File: config.mk
export PLATFORM = sky130hd
export DESIGN_NAME = r_rom_arbiter_flat
export DESIGN_NICKNAME = d
export VERILOG_FILES = /design/src/rtl/r_rom_pkg.sv /design/src/rtl/r_rom_arbiter_if.sv /design/src/rtl/dff.sv /design/src/rtl/r_rom_arbiter_arb2.sv /design/src/rtl/r_rom_arbiter.sv /design/src/flat_wrapper.sv
export SDC_FILE = /design/constraint.sdc
export NUM_CORES = 1
export LEC_CHECK = 0
export CAP_MARGIN = 20
export CORE_MARGIN = 8
export CORE_UTILIZATION = 43
export DETAILED_ROUTE_END_ITERATION = 12
export PLACE_DENSITY = 0.83
export SYNTH_ARGS = -nofsm -noshare
export SYNTH_HDL_FRONTEND = slang
export SYNTH_SLANG_ARGS = --single-unit
File: constraint.sdc
create_clock -name clk -period 2.75 [get_ports clk]
set_input_delay 0.275 -clock clk [delete_from_list [all_inputs] [get_ports clk]]
set_output_delay 0.275 -clock clk [all_outputs]
set_load 0.05 [all_outputs]
File: src/rtl/r_rom_pkg.sv
// Shared types and constants for the boot-ROM arbiter slice.
package r_rom_pkg;
   localparam int ADDR_W      = 32;
   localparam int DATA_W      = 64;
   localparam int SIZE_W      = 3;
   localparam int SRC_W       = 4;
   localparam int OPC_W       = 3;
   localparam int TIMEOUT_DEF = 4096;

   localparam logic [OPC_W-1:0] TL_GET             = 3'd4;
   localparam logic [OPC_W-1:0] TL_ACCESS_ACK_DATA = 3'd1;

   typedef enum logic [1:0] {
      S_IDLE = 2'd0,
      S_REQ  = 2'd1,
      S_WAIT = 2'd2,
      S_RESP = 2'd3
   } state_t;
endpackage

File: src/rtl/r_rom_arbiter_if.sv
// TileLink-UL subset (A and D channels) used between requesters, arbiter and ROM frontend.
interface tilelink;
   import r_rom_pkg::*;

   logic              a_valid;
   logic              a_ready;
   logic [ADDR_W-1:0] a_address;
   logic [SIZE_W-1:0] a_size;
   logic [SRC_W-1:0]  a_source;
   logic [OPC_W-1:0]  a_opcode;
   logic              d_valid;
   logic              d_ready;
   logic [DATA_W-1:0] d_data;
   logic [SIZE_W-1:0] d_size;
   logic [SRC_W-1:0]  d_source;
   logic [OPC_W-1:0]  d_opcode;
   logic              d_denied;

   modport master (
      output a_valid, a_address, a_size, a_source, a_opcode, d_ready,
      input  a_ready, d_valid, d_data, d_size, d_source, d_opcode, d_denied
   );
   modport slave (
      input  a_valid, a_address, a_size, a_source, a_opcode, d_ready,
      output a_ready, d_valid, d_data, d_size, d_source, d_opcode, d_denied
   );
endinterface

File: src/rtl/dff.sv
// Register with synchronous clear taking priority over enable.
module dff #(
   parameter int W = 1
) (
   input  logic         clk,
   input  logic         rst_n,
   input  logic         i_en,
   input  logic         i_clr,
   input  logic [W-1:0] i_d,
   output logic [W-1:0] o_q
);
   always_ff @(posedge clk or negedge rst_n) begin
      if (!rst_n)     o_q <= '0;
      else if (i_clr) o_q <= '0;
      else if (i_en)  o_q <= i_d;
   end
endmodule

File: src/rtl/r_rom_arbiter_arb2.sv
// Two-way round-robin grant; o_last remembers the most recent winner (1 = port 1).
module rr_arb2 (
   input  logic       clk,
   input  logic       rst_n,
   input  logic [1:0] i_req,
   input  logic       i_advance,
   output logic [1:0] o_gnt,
   output logic       o_last
);
   logic r_last;

   always_comb begin
      o_gnt = 2'b00;
      case (i_req)
         2'b01:   o_gnt = 2'b01;
         2'b10:   o_gnt = 2'b10;
         2'b11:   o_gnt = r_last ? 2'b01 : 2'b10;
         default: o_gnt = 2'b00;
      endcase
   end

   // Reset to port 1 so port 0 wins the first tie.
   always_ff @(posedge clk or negedge rst_n) begin
      if (!rst_n)                            r_last <= 1'b1;
      else if (i_advance && (o_gnt != 2'b00)) r_last <= o_gnt[1];
   end

   assign o_last = r_last;
endmodule

File: src/rtl/r_rom_arbiter.sv
// Shares one ROM TileLink slave between fetch (req0) and loader (req1), one transaction at a time.
module r_rom_arbiter
   import r_rom_pkg::*;
#(
   parameter int TIMEOUT = TIMEOUT_DEF,
   parameter int TO_W    = 16
) (
   input  logic    clk,
   input  logic    rst_n,
   tilelink.slave  req0,
   tilelink.slave  req1,
   tilelink.master rom
);
   state_t            r_state, w_next;
   logic [1:0]        w_gnt;
   logic              w_last;
   logic              w_idle, w_timeout, w_win_dready;
   logic              w_ardy0, w_ardy1, w_rom_av, w_rom_dr;
   logic [TO_W-1:0]   r_wdog, w_wdog_d;
   logic [ADDR_W-1:0] r_addr;
   logic [SIZE_W-1:0] r_size, r_d_size;
   logic [SRC_W-1:0]  r_src, r_d_src;
   logic [OPC_W-1:0]  r_opc, r_d_opc;
   logic [DATA_W-1:0] r_d_data;
   logic              r_d_denied;
   logic [1:0]        r_d_valid;

   assign w_idle = (r_state == S_IDLE);

   // Between grant and response the arbiter's last-winner bit is the current owner.
   rr_arb2 u_arb (
      .clk       (clk),
      .rst_n     (rst_n),
      .i_req     ({req1.a_valid, req0.a_valid}),
      .i_advance (w_idle),
      .o_gnt     (w_gnt),
      .o_last    (w_last)
   );

   assign w_wdog_d = r_wdog + 1'b1;
   dff #(.W(TO_W)) u_wdog (
      .clk   (clk),
      .rst_n (rst_n),
      .i_en  (r_state == S_WAIT),
      .i_clr (r_state != S_WAIT),
      .i_d   (w_wdog_d),
      .o_q   (r_wdog)
   );
   assign w_timeout    = (r_wdog == TO_W'(TIMEOUT - 1));
   assign w_win_dready = w_last ? req1.d_ready : req0.d_ready;

   always_comb begin
      w_next   = r_state;
      w_ardy0  = 1'b0;
      w_ardy1  = 1'b0;
      w_rom_av = 1'b0;
      w_rom_dr = 1'b0;
      case (r_state)
         S_IDLE: begin
            w_ardy0  = w_gnt[0];
            w_ardy1  = w_gnt[1];
            w_rom_dr = rom.d_valid;
            if (w_gnt != 2'b00) w_next = S_REQ;
         end
         S_REQ: begin
            w_rom_av = 1'b1;
            if (rom.a_ready) w_next = S_WAIT;
         end
         S_WAIT: begin
            w_rom_dr = 1'b1;
            if (rom.d_valid || w_timeout) w_next = S_RESP;
         end
         S_RESP: begin
            if (w_win_dready) w_next = S_IDLE;
         end
         default: w_next = S_IDLE;
      endcase
   end

   always_ff @(posedge clk or negedge rst_n) begin
      if (!rst_n) begin
         r_state    <= S_IDLE;
         r_addr     <= '0;
         r_size     <= '0;
         r_src      <= '0;
         r_opc      <= '0;
         r_d_data   <= '0;
         r_d_size   <= '0;
         r_d_src    <= '0;
         r_d_opc    <= '0;
         r_d_denied <= 1'b0;
         r_d_valid  <= 2'b00;
      end else begin
         r_state <= w_next;
         if (w_idle && (w_gnt != 2'b00)) begin
            r_addr <= w_gnt[1] ? req1.a_address : req0.a_address;
            r_size <= w_gnt[1] ? req1.a_size    : req0.a_size;
            r_src  <= w_gnt[1] ? req1.a_source  : req0.a_source;
            r_opc  <= w_gnt[1] ? req1.a_opcode  : req0.a_opcode;
         end
         // A real answer beats the watchdog when both land in the same cycle.
         if (r_state == S_WAIT && rom.d_valid) begin
            r_d_data   <= rom.d_data;
            r_d_size   <= rom.d_size;
            r_d_src    <= rom.d_source;
            r_d_opc    <= rom.d_opcode;
            r_d_denied <= rom.d_denied;
         end else if (r_state == S_WAIT && w_timeout) begin
            r_d_data   <= '0;
            r_d_size   <= r_size;
            r_d_src    <= r_src;
            r_d_opc    <= TL_ACCESS_ACK_DATA;
            r_d_denied <= 1'b1;
         end
         r_d_valid <= (w_next == S_RESP) ? {w_last, ~w_last} : 2'b00;
      end
   end

   assign req0.a_ready  = w_ardy0;
   assign req1.a_ready  = w_ardy1;
   assign req0.d_valid  = r_d_valid[0];
   assign req1.d_valid  = r_d_valid[1];
   assign req0.d_data   = r_d_data;
   assign req1.d_data   = r_d_data;
   assign req0.d_size   = r_d_size;
   assign req1.d_size   = r_d_size;
   assign req0.d_source = r_d_src;
   assign req1.d_source = r_d_src;
   assign req0.d_opcode = r_d_opc;
   assign req1.d_opcode = r_d_opc;
   assign req0.d_denied = r_d_denied;
   assign req1.d_denied = r_d_denied;

   assign rom.a_valid   = w_rom_av;
   assign rom.a_address = r_addr;
   assign rom.a_size    = r_size;
   assign rom.a_source  = r_src;
   assign rom.a_opcode  = r_opc;
   assign rom.d_ready   = w_rom_dr;
endmodule

File: src/flat_wrapper.sv
// flat-port wrapper written by rule: the top's interface ports become plain ports
module r_rom_arbiter_flat import r_rom_pkg::*;
#(
   parameter int TIMEOUT = TIMEOUT_DEF,
   parameter int TO_W    = 16
)
  (clk, rst_n, req0_a_valid, req0_a_address, req0_a_size, req0_a_source, req0_a_opcode, req0_d_ready, req0_a_ready, req0_d_valid, req0_d_data, req0_d_size, req0_d_source, req0_d_opcode, req0_d_denied, req1_a_valid, req1_a_address, req1_a_size, req1_a_source, req1_a_opcode, req1_d_ready, req1_a_ready, req1_d_valid, req1_d_data, req1_d_size, req1_d_source, req1_d_opcode, req1_d_denied, rom_a_valid, rom_a_address, rom_a_size, rom_a_source, rom_a_opcode, rom_d_ready, rom_a_ready, rom_d_valid, rom_d_data, rom_d_size, rom_d_source, rom_d_opcode, rom_d_denied);
  tilelink req0_i ();
  tilelink req1_i ();
  tilelink rom_i ();
  input  logic clk;
  input  logic rst_n;
  input wire logic [$bits(req0_i.a_valid)-1:0] req0_a_valid;
  input wire logic [$bits(req0_i.a_address)-1:0] req0_a_address;
  input wire logic [$bits(req0_i.a_size)-1:0] req0_a_size;
  input wire logic [$bits(req0_i.a_source)-1:0] req0_a_source;
  input wire logic [$bits(req0_i.a_opcode)-1:0] req0_a_opcode;
  input wire logic [$bits(req0_i.d_ready)-1:0] req0_d_ready;
  output wire logic [$bits(req0_i.a_ready)-1:0] req0_a_ready;
  output wire logic [$bits(req0_i.d_valid)-1:0] req0_d_valid;
  output wire logic [$bits(req0_i.d_data)-1:0] req0_d_data;
  output wire logic [$bits(req0_i.d_size)-1:0] req0_d_size;
  output wire logic [$bits(req0_i.d_source)-1:0] req0_d_source;
  output wire logic [$bits(req0_i.d_opcode)-1:0] req0_d_opcode;
  output wire logic [$bits(req0_i.d_denied)-1:0] req0_d_denied;
  input wire logic [$bits(req1_i.a_valid)-1:0] req1_a_valid;
  input wire logic [$bits(req1_i.a_address)-1:0] req1_a_address;
  input wire logic [$bits(req1_i.a_size)-1:0] req1_a_size;
  input wire logic [$bits(req1_i.a_source)-1:0] req1_a_source;
  input wire logic [$bits(req1_i.a_opcode)-1:0] req1_a_opcode;
  input wire logic [$bits(req1_i.d_ready)-1:0] req1_d_ready;
  output wire logic [$bits(req1_i.a_ready)-1:0] req1_a_ready;
  output wire logic [$bits(req1_i.d_valid)-1:0] req1_d_valid;
  output wire logic [$bits(req1_i.d_data)-1:0] req1_d_data;
  output wire logic [$bits(req1_i.d_size)-1:0] req1_d_size;
  output wire logic [$bits(req1_i.d_source)-1:0] req1_d_source;
  output wire logic [$bits(req1_i.d_opcode)-1:0] req1_d_opcode;
  output wire logic [$bits(req1_i.d_denied)-1:0] req1_d_denied;
  output wire logic [$bits(rom_i.a_valid)-1:0] rom_a_valid;
  output wire logic [$bits(rom_i.a_address)-1:0] rom_a_address;
  output wire logic [$bits(rom_i.a_size)-1:0] rom_a_size;
  output wire logic [$bits(rom_i.a_source)-1:0] rom_a_source;
  output wire logic [$bits(rom_i.a_opcode)-1:0] rom_a_opcode;
  output wire logic [$bits(rom_i.d_ready)-1:0] rom_d_ready;
  input wire logic [$bits(rom_i.a_ready)-1:0] rom_a_ready;
  input wire logic [$bits(rom_i.d_valid)-1:0] rom_d_valid;
  input wire logic [$bits(rom_i.d_data)-1:0] rom_d_data;
  input wire logic [$bits(rom_i.d_size)-1:0] rom_d_size;
  input wire logic [$bits(rom_i.d_source)-1:0] rom_d_source;
  input wire logic [$bits(rom_i.d_opcode)-1:0] rom_d_opcode;
  input wire logic [$bits(rom_i.d_denied)-1:0] rom_d_denied;
  assign req0_i.a_valid = req0_a_valid;
  assign req0_i.a_address = req0_a_address;
  assign req0_i.a_size = req0_a_size;
  assign req0_i.a_source = req0_a_source;
  assign req0_i.a_opcode = req0_a_opcode;
  assign req0_i.d_ready = req0_d_ready;
  assign req0_a_ready = req0_i.a_ready;
  assign req0_d_valid = req0_i.d_valid;
  assign req0_d_data = req0_i.d_data;
  assign req0_d_size = req0_i.d_size;
  assign req0_d_source = req0_i.d_source;
  assign req0_d_opcode = req0_i.d_opcode;
  assign req0_d_denied = req0_i.d_denied;
  assign req1_i.a_valid = req1_a_valid;
  assign req1_i.a_address = req1_a_address;
  assign req1_i.a_size = req1_a_size;
  assign req1_i.a_source = req1_a_source;
  assign req1_i.a_opcode = req1_a_opcode;
  assign req1_i.d_ready = req1_d_ready;
  assign req1_a_ready = req1_i.a_ready;
  assign req1_d_valid = req1_i.d_valid;
  assign req1_d_data = req1_i.d_data;
  assign req1_d_size = req1_i.d_size;
  assign req1_d_source = req1_i.d_source;
  assign req1_d_opcode = req1_i.d_opcode;
  assign req1_d_denied = req1_i.d_denied;
  assign rom_a_valid = rom_i.a_valid;
  assign rom_a_address = rom_i.a_address;
  assign rom_a_size = rom_i.a_size;
  assign rom_a_source = rom_i.a_source;
  assign rom_a_opcode = rom_i.a_opcode;
  assign rom_d_ready = rom_i.d_ready;
  assign rom_i.a_ready = rom_a_ready;
  assign rom_i.d_valid = rom_d_valid;
  assign rom_i.d_data = rom_d_data;
  assign rom_i.d_size = rom_d_size;
  assign rom_i.d_source = rom_d_source;
  assign rom_i.d_opcode = rom_d_opcode;
  assign rom_i.d_denied = rom_d_denied;
  r_rom_arbiter #(.TIMEOUT(TIMEOUT), .TO_W(TO_W)) u_core (.clk(clk), .rst_n(rst_n), .req0(req0_i), .req1(req1_i), .rom(rom_i));
endmodule
# == Yosys cells after proc, flatten, opt, wreduce, memory -nomap -nowiden ==
# Index checks and enable logic that the tools add are counted.
# classes
addsub,1
eq_ne,9
n_mux,29
n_bitwise,1
n_reduce_logical,8
# ops
operator,n
$mux W64,2
$mux W16,2
$mux W32,1
$mux W3,6
$add A16 B1 Y16 const B,1
$eq A16 B12 Y1 const B,1
$mux W2,6
$mux W4,3
$eq A2 B2 Y1 const B,5
$pmux W2 S4,1
$mux W1,6
$pmux W2 S3,1
$reduce_bool A2 Y1,3
$eq A2 B1 Y1 const B,2
$logic_and A1 B1 Y1,3
$logic_not A2 Y1,1
$ne A2 B2 Y1 const B,1
$pmux W1 S2,1
$logic_or A1 B1 Y1,1
$not A1 Y1,1
# word_totals
ff_bits,138
in_bits,167
elab_cells,61

# == Logic depth before layout (Yosys ltp) ==
# logic_depth
depth_word,7
depth_mapped,6
ltp_nobuf,4

# == Hierarchy ==
# A second synthesis with hierarchy kept.
# hier_totals
cells_unflattened,575
area_unflattened_um2,6436.2
# modules_own_cells
mod,instances,cells_each,area_per_inst_um2,seq_area_each_um2
r_rom_arbiter,1,517,5719.2,3027.9
dff,1,52,660.6,400.4
rr_arb2,1,6,56.3,26.3

# == Worst setup path before layout ==
# OpenSTA, ideal clock, no wires.
# synth_timing
kind,reg2reg
startpoint,register u_core.u_wdog.o_q[12]
endpoint,register u_core.r_d_size[0] (netlist: u_core.req0.d_size[0])
setup_time_ps,125
t_arrival_ps,1750
t_required_ps,2625
path_slack_ps,875
path_stages_with_launch,4
path_buffers,0
period_less_slack_ps,1875
path_cell_list,dfrtp_1 > or4_4 > nor4_4 > mux2_2
# synth_via
elab_chain_cells,3
# synth_lines
item,line,source
"start, declared",dff.sv:10,output logic [W-1:0] o_q
"start signal, assigned",dff.sv:15,else if (i_en) o_q <= i_d;
$eq A16 B12 Y1,r_rom_arbiter.sv:49,assign w_timeout = (r_wdog == TO_W'(TIMEOUT - 1));
$logic_and A1 B1 Y1,r_rom_arbiter.sv:108,end else if (r_state == S_WAIT && w_timeout) begin
$reduce_bool A2 Y1 (no source line),--,
"end signal, assigned",r_rom_arbiter.sv:104,r_d_size <= rom.d_size;
"end signal, assigned",r_rom_arbiter.sv:110,r_d_size <= r_size;
"end, declared",r_rom_arbiter.sv:21,"logic [SIZE_W-1:0] r_size, r_d_size;"
# Every way passes these cells.
# A chain may end at the register's enable or synchronous reset.

# == Worst setup path after layout ==
# layout_timing
startpoint,register u_core.r_state[1]
endpoint,output rom_d_ready
# layout_via
elab_chain_cells,2
word_cells_on_any_way,3
classes_between,1 x eq/ne; 1 x mux; 1 x reduce/logical
# layout_lines
item,line,source
"start, declared",r_rom_arbiter.sv:14,"state_t r_state, w_next;"
"start signal, assigned",r_rom_arbiter.sv:94,r_state <= w_next;
$eq A2 B2 Y1 / $logic_not A2 Y1 (equally long branches),r_rom_arbiter.sv:58,case (r_state)
$pmux W1 S2 *,r_rom_arbiter.sv:58,
"end, declared",flat_wrapper.sv:44,output wire logic [$bits(rom_i.d_ready)-1:0] rom_d_ready;
# Mark *: on every way between the ends. The rest lies on a longest branch, timed or not.

==> impl_summary.log <==
[metrics] number of violations of the max-capacitance limit: 0
[metrics] remaining antenna violation count after routing: 0
[metrics] run status: finished clean
[metrics] Post-Syn Instances: 691
[metrics] Total Die Area: 20570 um^2
[metrics] flop2flop setup slack: 0.61 ns
[metrics] number of global-route vias before repair: 6421
[metrics] GRT Resource Usage Total: 22.90%
[metrics] maximum clock insertion buffer count: 2
[metrics] Place WS: 0.6299 ns
[metrics] CP Max Fanout: 13
[metrics] weighted congestion at the end of routability-driven global placement: 0.8294
[metrics] type of the worst setup path: reg -> out
[metrics] Post-CTS Resized: 0
[metrics] clock skew: 0.008209 ns
[metrics] share of the cycle needed by the critical path after routing: 86.86%
[metrics] sequential cell area in the final layout: 3455 um^2
[metrics] Total Nets Final: 1131
[metrics] TritonCTS Buffers: 17
[metrics] fraction of the yosys area taken by sequential cells: 49.49%
[metrics] Worst setup SP type: flip-flop
[metrics] boundary pin count: 365
[metrics] number of synthesized register bits: 138
[metrics] core area: 15890 um^2
[metrics] library cell occupying the most area in the post-synthesis netlist: sky130_fd_sc_hd__dfrtp_1
[metrics] Syn Nets: 859
[metrics] wire length reported by the detailed router: 24.07 mm
[metrics] class of the tightest hold or removal check: in -> async
[metrics] # setup viols final: 0
[metrics] number of H-tree levels: 4
[metrics] first-pass iteration count of the detailed router: 5
[metrics] number of different library cells in the post-synthesis netlist: 38
[metrics] ratio of cells with drive above 1 in the final layout: 7.070%
[metrics] maximum number of pins on one net before global-route repair: 85
[metrics] Worst Path Arrival: 2.11 ns
[metrics] total of buffers placed on input and output ports: 364
[metrics] global route total overflow: 0
[metrics] overall via count from detail_route: 6229
[metrics] Final Slew Violations: 0
[metrics] worst setup margin: 0.3615 ns
[metrics] largest cells by area after synthesis: sky130_fd_sc_hd__dfrtp_1, sky130_fd_sc_hd__buf_4, sky130_fd_sc_hd__a22oi_1
[metrics] setup repair after global routing missed its margin: no
[metrics] synthesis-to-finish area growth: 57.02%
[metrics] post-layout total power: 0.01677 W
[metrics] endpoint class of the critical path: primary output
[metrics] Die Width: 143.4 um
[metrics] sum of net half-perimeters after detailed placement: 18.39 mm
[metrics] Required @ worst endpoint: 2.48 ns
[metrics] syn avg cell area: 10.10 um^2
[metrics] FILL cells: 1195
[metrics] die height: 143.4 um
[metrics] number of design-rule violations left by the first detailed-router iteration: 438
[metrics] post-route minimum period: 2.389 ns
[metrics] WL per Instance: 20.17 um
[metrics] remaining routing DRC violations: 0
[metrics] number of warnings reported in the yosys synthesis log: 0
[metrics] max frequency: 418.7 MHz
[metrics] Starting Density: 43.94%
[metrics] pwr dens: 1530 nW/um^2
[metrics] Reg2Reg Capture Point: u_core.req0.d_size[0]$_DFFE_PN0P_
[metrics] Post-Synthesis Cell Area: 6980 um^2
[metrics] R2R depth: 4
[metrics] first-pass GRT wire length: 36.31 mm
[metrics] via density per instance: 5.221
[metrics] final hold vios: 0
[metrics] number of antenna violations at the first check in global routing: 0
[metrics] Crit Reg-Reg Startpoint: u_core.u_wdog.o_q[2]$_DFF_PN0_
[metrics] transition time at the pin with the least slew margin: 0.6651 ns
[metrics] combined area of the multi-input logic cells: 2799 um^2
[metrics] sinks on the clock net: 138
[metrics] total leakage power: 4.440 nW
[metrics] number of rows in the core area: 46
[metrics] insertion delay to the later sink of the worst-skew pair: 0.42 ns
[metrics] Slew Limit Headroom: 55.66%
[metrics] clock slew at the register clock pins of the worst setup and hold paths: 0.06 ns
[metrics] TNS Setup: 0 ns
[metrics] VDD IR max: 1.325 mV
[metrics] clock tree from TritonCTS: yes
[metrics] share of Yosys cell area claimed by the top area cell type: 49.11%
[metrics] clock root buffer: sky130_fd_sc_hd__clkbuf_16
-- what timing repair did --
action | in CTS | in global routing
endpoints found under the hold margin | 67 | 0
hold buffers | 1 | 0
buffers inserted | 0 | 0
-- worst max-delay path, cell delays in order, from the launching register on --
cell,delay [ns]
sky130_fd_sc_hd__dfrtp_1,0.60
sky130_fd_sc_hd__nor2_1,0.09
sky130_fd_sc_hd__nor2_1,0.16
sky130_fd_sc_hd__clkdlybuf4s50_1,0.85
-- metrics by stage --
step / cells / hold WS (ns) / area (um^2) / util (%)
2_1_floorplan: 691 / -0.02059 / 6980 / -
3_3_place_gp: 1159 / 0.3276 / 10320 / 64.97
3_5_place_dp: 1159 / 0.3279 / 10320 / 64.97
4_1_cts: 1192 / 0.4241 / 10960 / 68.98
5_1_grt: 1192 / 0.4562 / 10960 / 68.98
6_report: 1193 / 0.4057 / 10960 / 69.00
-- kinds of logic (layout without fill, tap and decap cells) --
logic type | after synthesis | in the layout | synth area share, %
muxes | 57 | 57 | 8.424
DFF | 138 | 138 | 49.49
AOI/OAI and AO/OA | 195 | 195 | 16.90
buffers and inverters | 124 | 409 | 10.83
xor gates and xnor gates | 12 | 12 | 1.506
other | 0 | 1 | 0
and+or+nand+nor | 164 | 164 | 12.67
adders and majority gates | 1 | 1 | 0.1792
-- area by class of cell --
class	instances	share of cell area, %
clock buffer	21	4.201
sequential	138	31.52
inverter	1	0.03425
antenna	1	0.02283
clock inverter	11	1.530
multi-input combinational	429	25.54
tap	216	2.466
timing repair buffer	376	34.69
-- state kept, by name, summed over array words and instances (netlist names), 3 cells and up --
name	flops
u_core.rom.a_opcode	3
u_core.rom.a_source	4
u_core.req0.d_data	64
u_core.req0.d_source	4
u_core.req0.d_opcode	3
u_core.rom.a_size	3
u_core.u_wdog.o_q	16
u_core.req0.d_size	3
u_core.rom.a_address	32
-- cells in the mapped netlist (all sizes together) --
cell    instances
nand4           4
ha              1
a31oi           1
a21oi          49
and2            6
o31a            2
nand2           8
o311a           2
buf            88
a22oi          66
and3            2
a22o            1
nor3            1
nor4            1
nand2b         67
o21a            1
dfrtp         137
a21boi          1
mux2           14
clkbuf         35
xnor2           2
nand3           4
dfstp           1
mux2i          43
nor2b           3
a31o            1
xor2           10
and4            3
or4             1
o22a            2
nor2           63
o21ai          69
or3             1
inv             1
-- power breakdown --
group	switching [W]	internal [W]
Combinational	0.00696	0.00352
Sequential	0.000919	0.00293
Clock	0.000873	0.00157
-- metal layers --
layer / up-vias / global-route usage (%) / wire, um
li1: 2889 / - / -
met1: 2999 / 25.67 / 8840
met2: 302 / 39.07 / 12140
met3: 39 / 8.129 / 2447
met4: 0 / 9.131 / 634
met5: - / 0 / 0
-- worst max-delay path by stage --
stage | start | depth (start not counted) | end | slack, ns
2_1_floorplan | u_core.u_wdog.o_q[12]$_DFF_PN0_ | 3 | u_core.req0.d_size[0]$_DFFE_PN0P_ | 0.88
3_3_place_gp | u_core.u_wdog.o_q[12]$_DFF_PN0_ | 3 | u_core.req0.d_size[1]$_DFFE_PN0P_ | 0.65
3_5_place_dp | u_core.u_wdog.o_q[2]$_DFF_PN0_ | 4 | u_core.req0.d_source[0]$_DFFE_PN0P_ | 0.63
4_1_cts | u_core.r_state[1]$_DFF_PN0_ | 3 | rom_d_ready | 0.29
5_1_grt | u_core.r_state[1]$_DFF_PN0_ | 3 | rom_d_ready | 0.23
6_report | u_core.r_state[1]$_DFF_PN0_ | 3 | rom_d_ready | 0.36
-- layout by cell type (no fill, tap or decap), types with 4 or more instances in the layout --
cell type	count
sky130_fd_sc_hd__mux2_2	14
sky130_fd_sc_hd__o21ai_1	7
sky130_fd_sc_hd__clkbuf_16	17
sky130_fd_sc_hd__nand2b_1	66
sky130_fd_sc_hd__nand3_1	4
sky130_fd_sc_hd__buf_12	6
sky130_fd_sc_hd__a21oi_1	49
sky130_fd_sc_hd__a22oi_1	66
sky130_fd_sc_hd__buf_4	7
sky130_fd_sc_hd__nand2_1	8
sky130_fd_sc_hd__mux2i_1	43
sky130_fd_sc_hd__dfrtp_1	137
sky130_fd_sc_hd__xor2_1	10
sky130_fd_sc_hd__clkdlybuf4s50_1	360
sky130_fd_sc_hd__bufinv_16	4
sky130_fd_sc_hd__and2_1	5
sky130_fd_sc_hd__o21ai_0	62
sky130_fd_sc_hd__nor2_1	62
Power figures use the tool's default switching activity.
==> variant (same flow settings) <==
The package constant `ADDR_W` goes from 32 to 64.
--- a/src/rtl/r_rom_pkg.sv
+++ b/src/rtl/r_rom_pkg.sv
@@ -1,6 +1,6 @@
 // Shared types and constants for the boot-ROM arbiter slice.
 package r_rom_pkg;
-   localparam int ADDR_W      = 32;
+   localparam int ADDR_W      = 64;
    localparam int DATA_W      = 64;
    localparam int SIZE_W      = 3;
    localparam int SRC_W       = 4;
Ports: changed (resized req0_a_address, req1_a_address and rom_a_address); port bits go from 365 to 461. No check against the original RTL was run, so the function may have changed too.
==> variant against the original RTL <==
Area after synthesis grew 21%; cell area increased by 22%; register-to-register slack improved by 30 ps; cell count grew 24%; power up 17%; setup slack worse by 190 ps; routed wire length is 29% higher; highest routed layer unchanged; combinational power increased by 19%; largest power group unchanged; sequential cell count grew 32.
==> variant: results (changes against the original RTL) <==
----------------------------------------------------
[Place]
  Detail Placement HPWL ... 24000 um (+31%)
  Routability congestion estimate from global placement ... 0.876 (+5.6%)
  IO Port Bufs ... 460 (+26%)

[Drt]
  Initial DRC Count ... 460 (+5.0%)
  Vias ... 7604 (+22%)
  Detailed-router iteration count before antenna repair ... 4 (-1)
  Sum of routed wire length over all layers ... 31000 um (+29%)

[Power]
  Switching share of power ... 52.8% (+0.56 points)
  Max IR drop VDD ... 792 uV (-40%)
  Leak pwr ... 0.00540 uW (+22%)

[Global routing]
  All-Layer GR Usage ... 24.6% (+1.7 points)
  Largest net degree at the start of global routing ... 82 (-3.5%)
  First-pass GRT wire length ... 45600 um (+26%)
  Number of global-route vias before repair ... 7782 (+21%)
  Antenna violations before repair ... 8 (+8)

[Cells and area]
  Fraction of final layout cells sized beyond drive strength 1 ... 5.49% (-1.6 points)
  Number of fillers in the final layout ... 1482 (+24%)

[Yosys]
  Net Count, Synth ... 1061 (+24%)
  Synth top area cells ... dfrtp_1, mux2i_1, buf_4
  Fraction of the yosys area taken by sequential cells ... 50.5% (+1.0 points)
  Synth cell count leaders ... dfrtp_1, nor2_1, a21oi_1

[Setup path]
  Arrival time of the worst setup path ... 2310 ps (+200 ps)
  End of the critical path ... req0_a_ready
  Max stage delay on crit path ... 820 ps (-30 ps)
  Crit Reg-Reg Endpoint ... u_core.req0.d_source[1]

[Run status]
  Outcome ... finished clean

[STA]
  Largest clock skew in the final design ... 11.1 ps (+2.90 ps)

[Hold path]
  Kind of path behind the tightest hold check ... in -> reg

----------------------------------------------------
## variant: cell types whose count changed after synthesis, sizes merged
cell and delta:
clkbuf +6, a21oi +32, buf +5, nand4 +1, mux2i +32, nand2 -1
inv +1, and2 -1, nor2 +31, dfrtp +32
## variant: per-layer routing
| layer | vias to the layer above | global-route usage (%) | wire length [um] |
|---|---|---|---|
| met1 | 3657 | 25.8 | 11000 |
| li1 | 3543 | - | - |
| met4 | 0 | 14.2 | 1180 |
| met3 | 56 | 7.89 | 2750 |
| met2 | 348 | 42.7 | 16200 |
| met5 | - | 0 | 0 |
## variant: cells by family after synthesis
| logic type | share of synthesized area, % |
|---|---|
| AO/OA/AOI/OAI | 15.9 |
| XOR/XNOR | 1.25 |
| adder cells (fa/ha/maj) | 0.149 |
| AND/OR/NAND/NOR | 11.8 |
| flip-flops | 50.5 |
| multiplexers | 10.8 |
| buffers and inverters | 9.55 |
## variant: final cells by class
class	instances	share of cell area (%)
clock buffers	24	3.37
diodes	8	0.149
inverters	2	0.0560
clock inverters	8	0.933
multi-input cells	523	25.3
flip-flops and latches	170	31.7
well taps	265	2.47
repair buffers	475	36.0
## variant: power by group through the flow
stage          combinational [uW]  clock [uW]  sequential, uW
2_1_floorplan                5080           0            8160
3_3_place_gp                12400           0            4640
3_5_place_dp                12500           0            4720
4_1_cts                     12600        2450            4670
5_1_grt                     13000        2570            4840
6_report                    12500        2400            4680
## variant: how the worst min path moves through the flow
stage / endpoint / slack, ps / cells past startpoint
finish: u_core.req0.d_denied / 250 / 2
CTS: u_core.req0.d_denied / 240 / 2
floorplan: u_core.r_d_valid[0] / -20 / 0
global route: u_core.req0.d_denied / 250 / 2
detailed placement: u_core.rom.a_address[26] / 340 / 1
global placement: u_core.rom.a_address[26] / 330 / 1
## variant: timing repair
action | 4_1_cts | 5_1_grt
hold buffers | 1 | 0
endpoints found under the hold margin | 67 | 0
resized for setup | 0 | 0
## variant: stage by stage
step	cells	setup slack (ps)	hold slack, ps	cell area [um^2]	util, %
5_1_grt	1475	11.3	251	13400	69.4
2_1_floorplan	829	855	-20.6	8420	-
6_report	1475	167	249	13400	69.4
3_5_place_dp	1434	490	340	12800	66.2
4_1_cts	1467	145	240	13400	69.3
3_3_place_gp	1434	515	335	12800	66.2
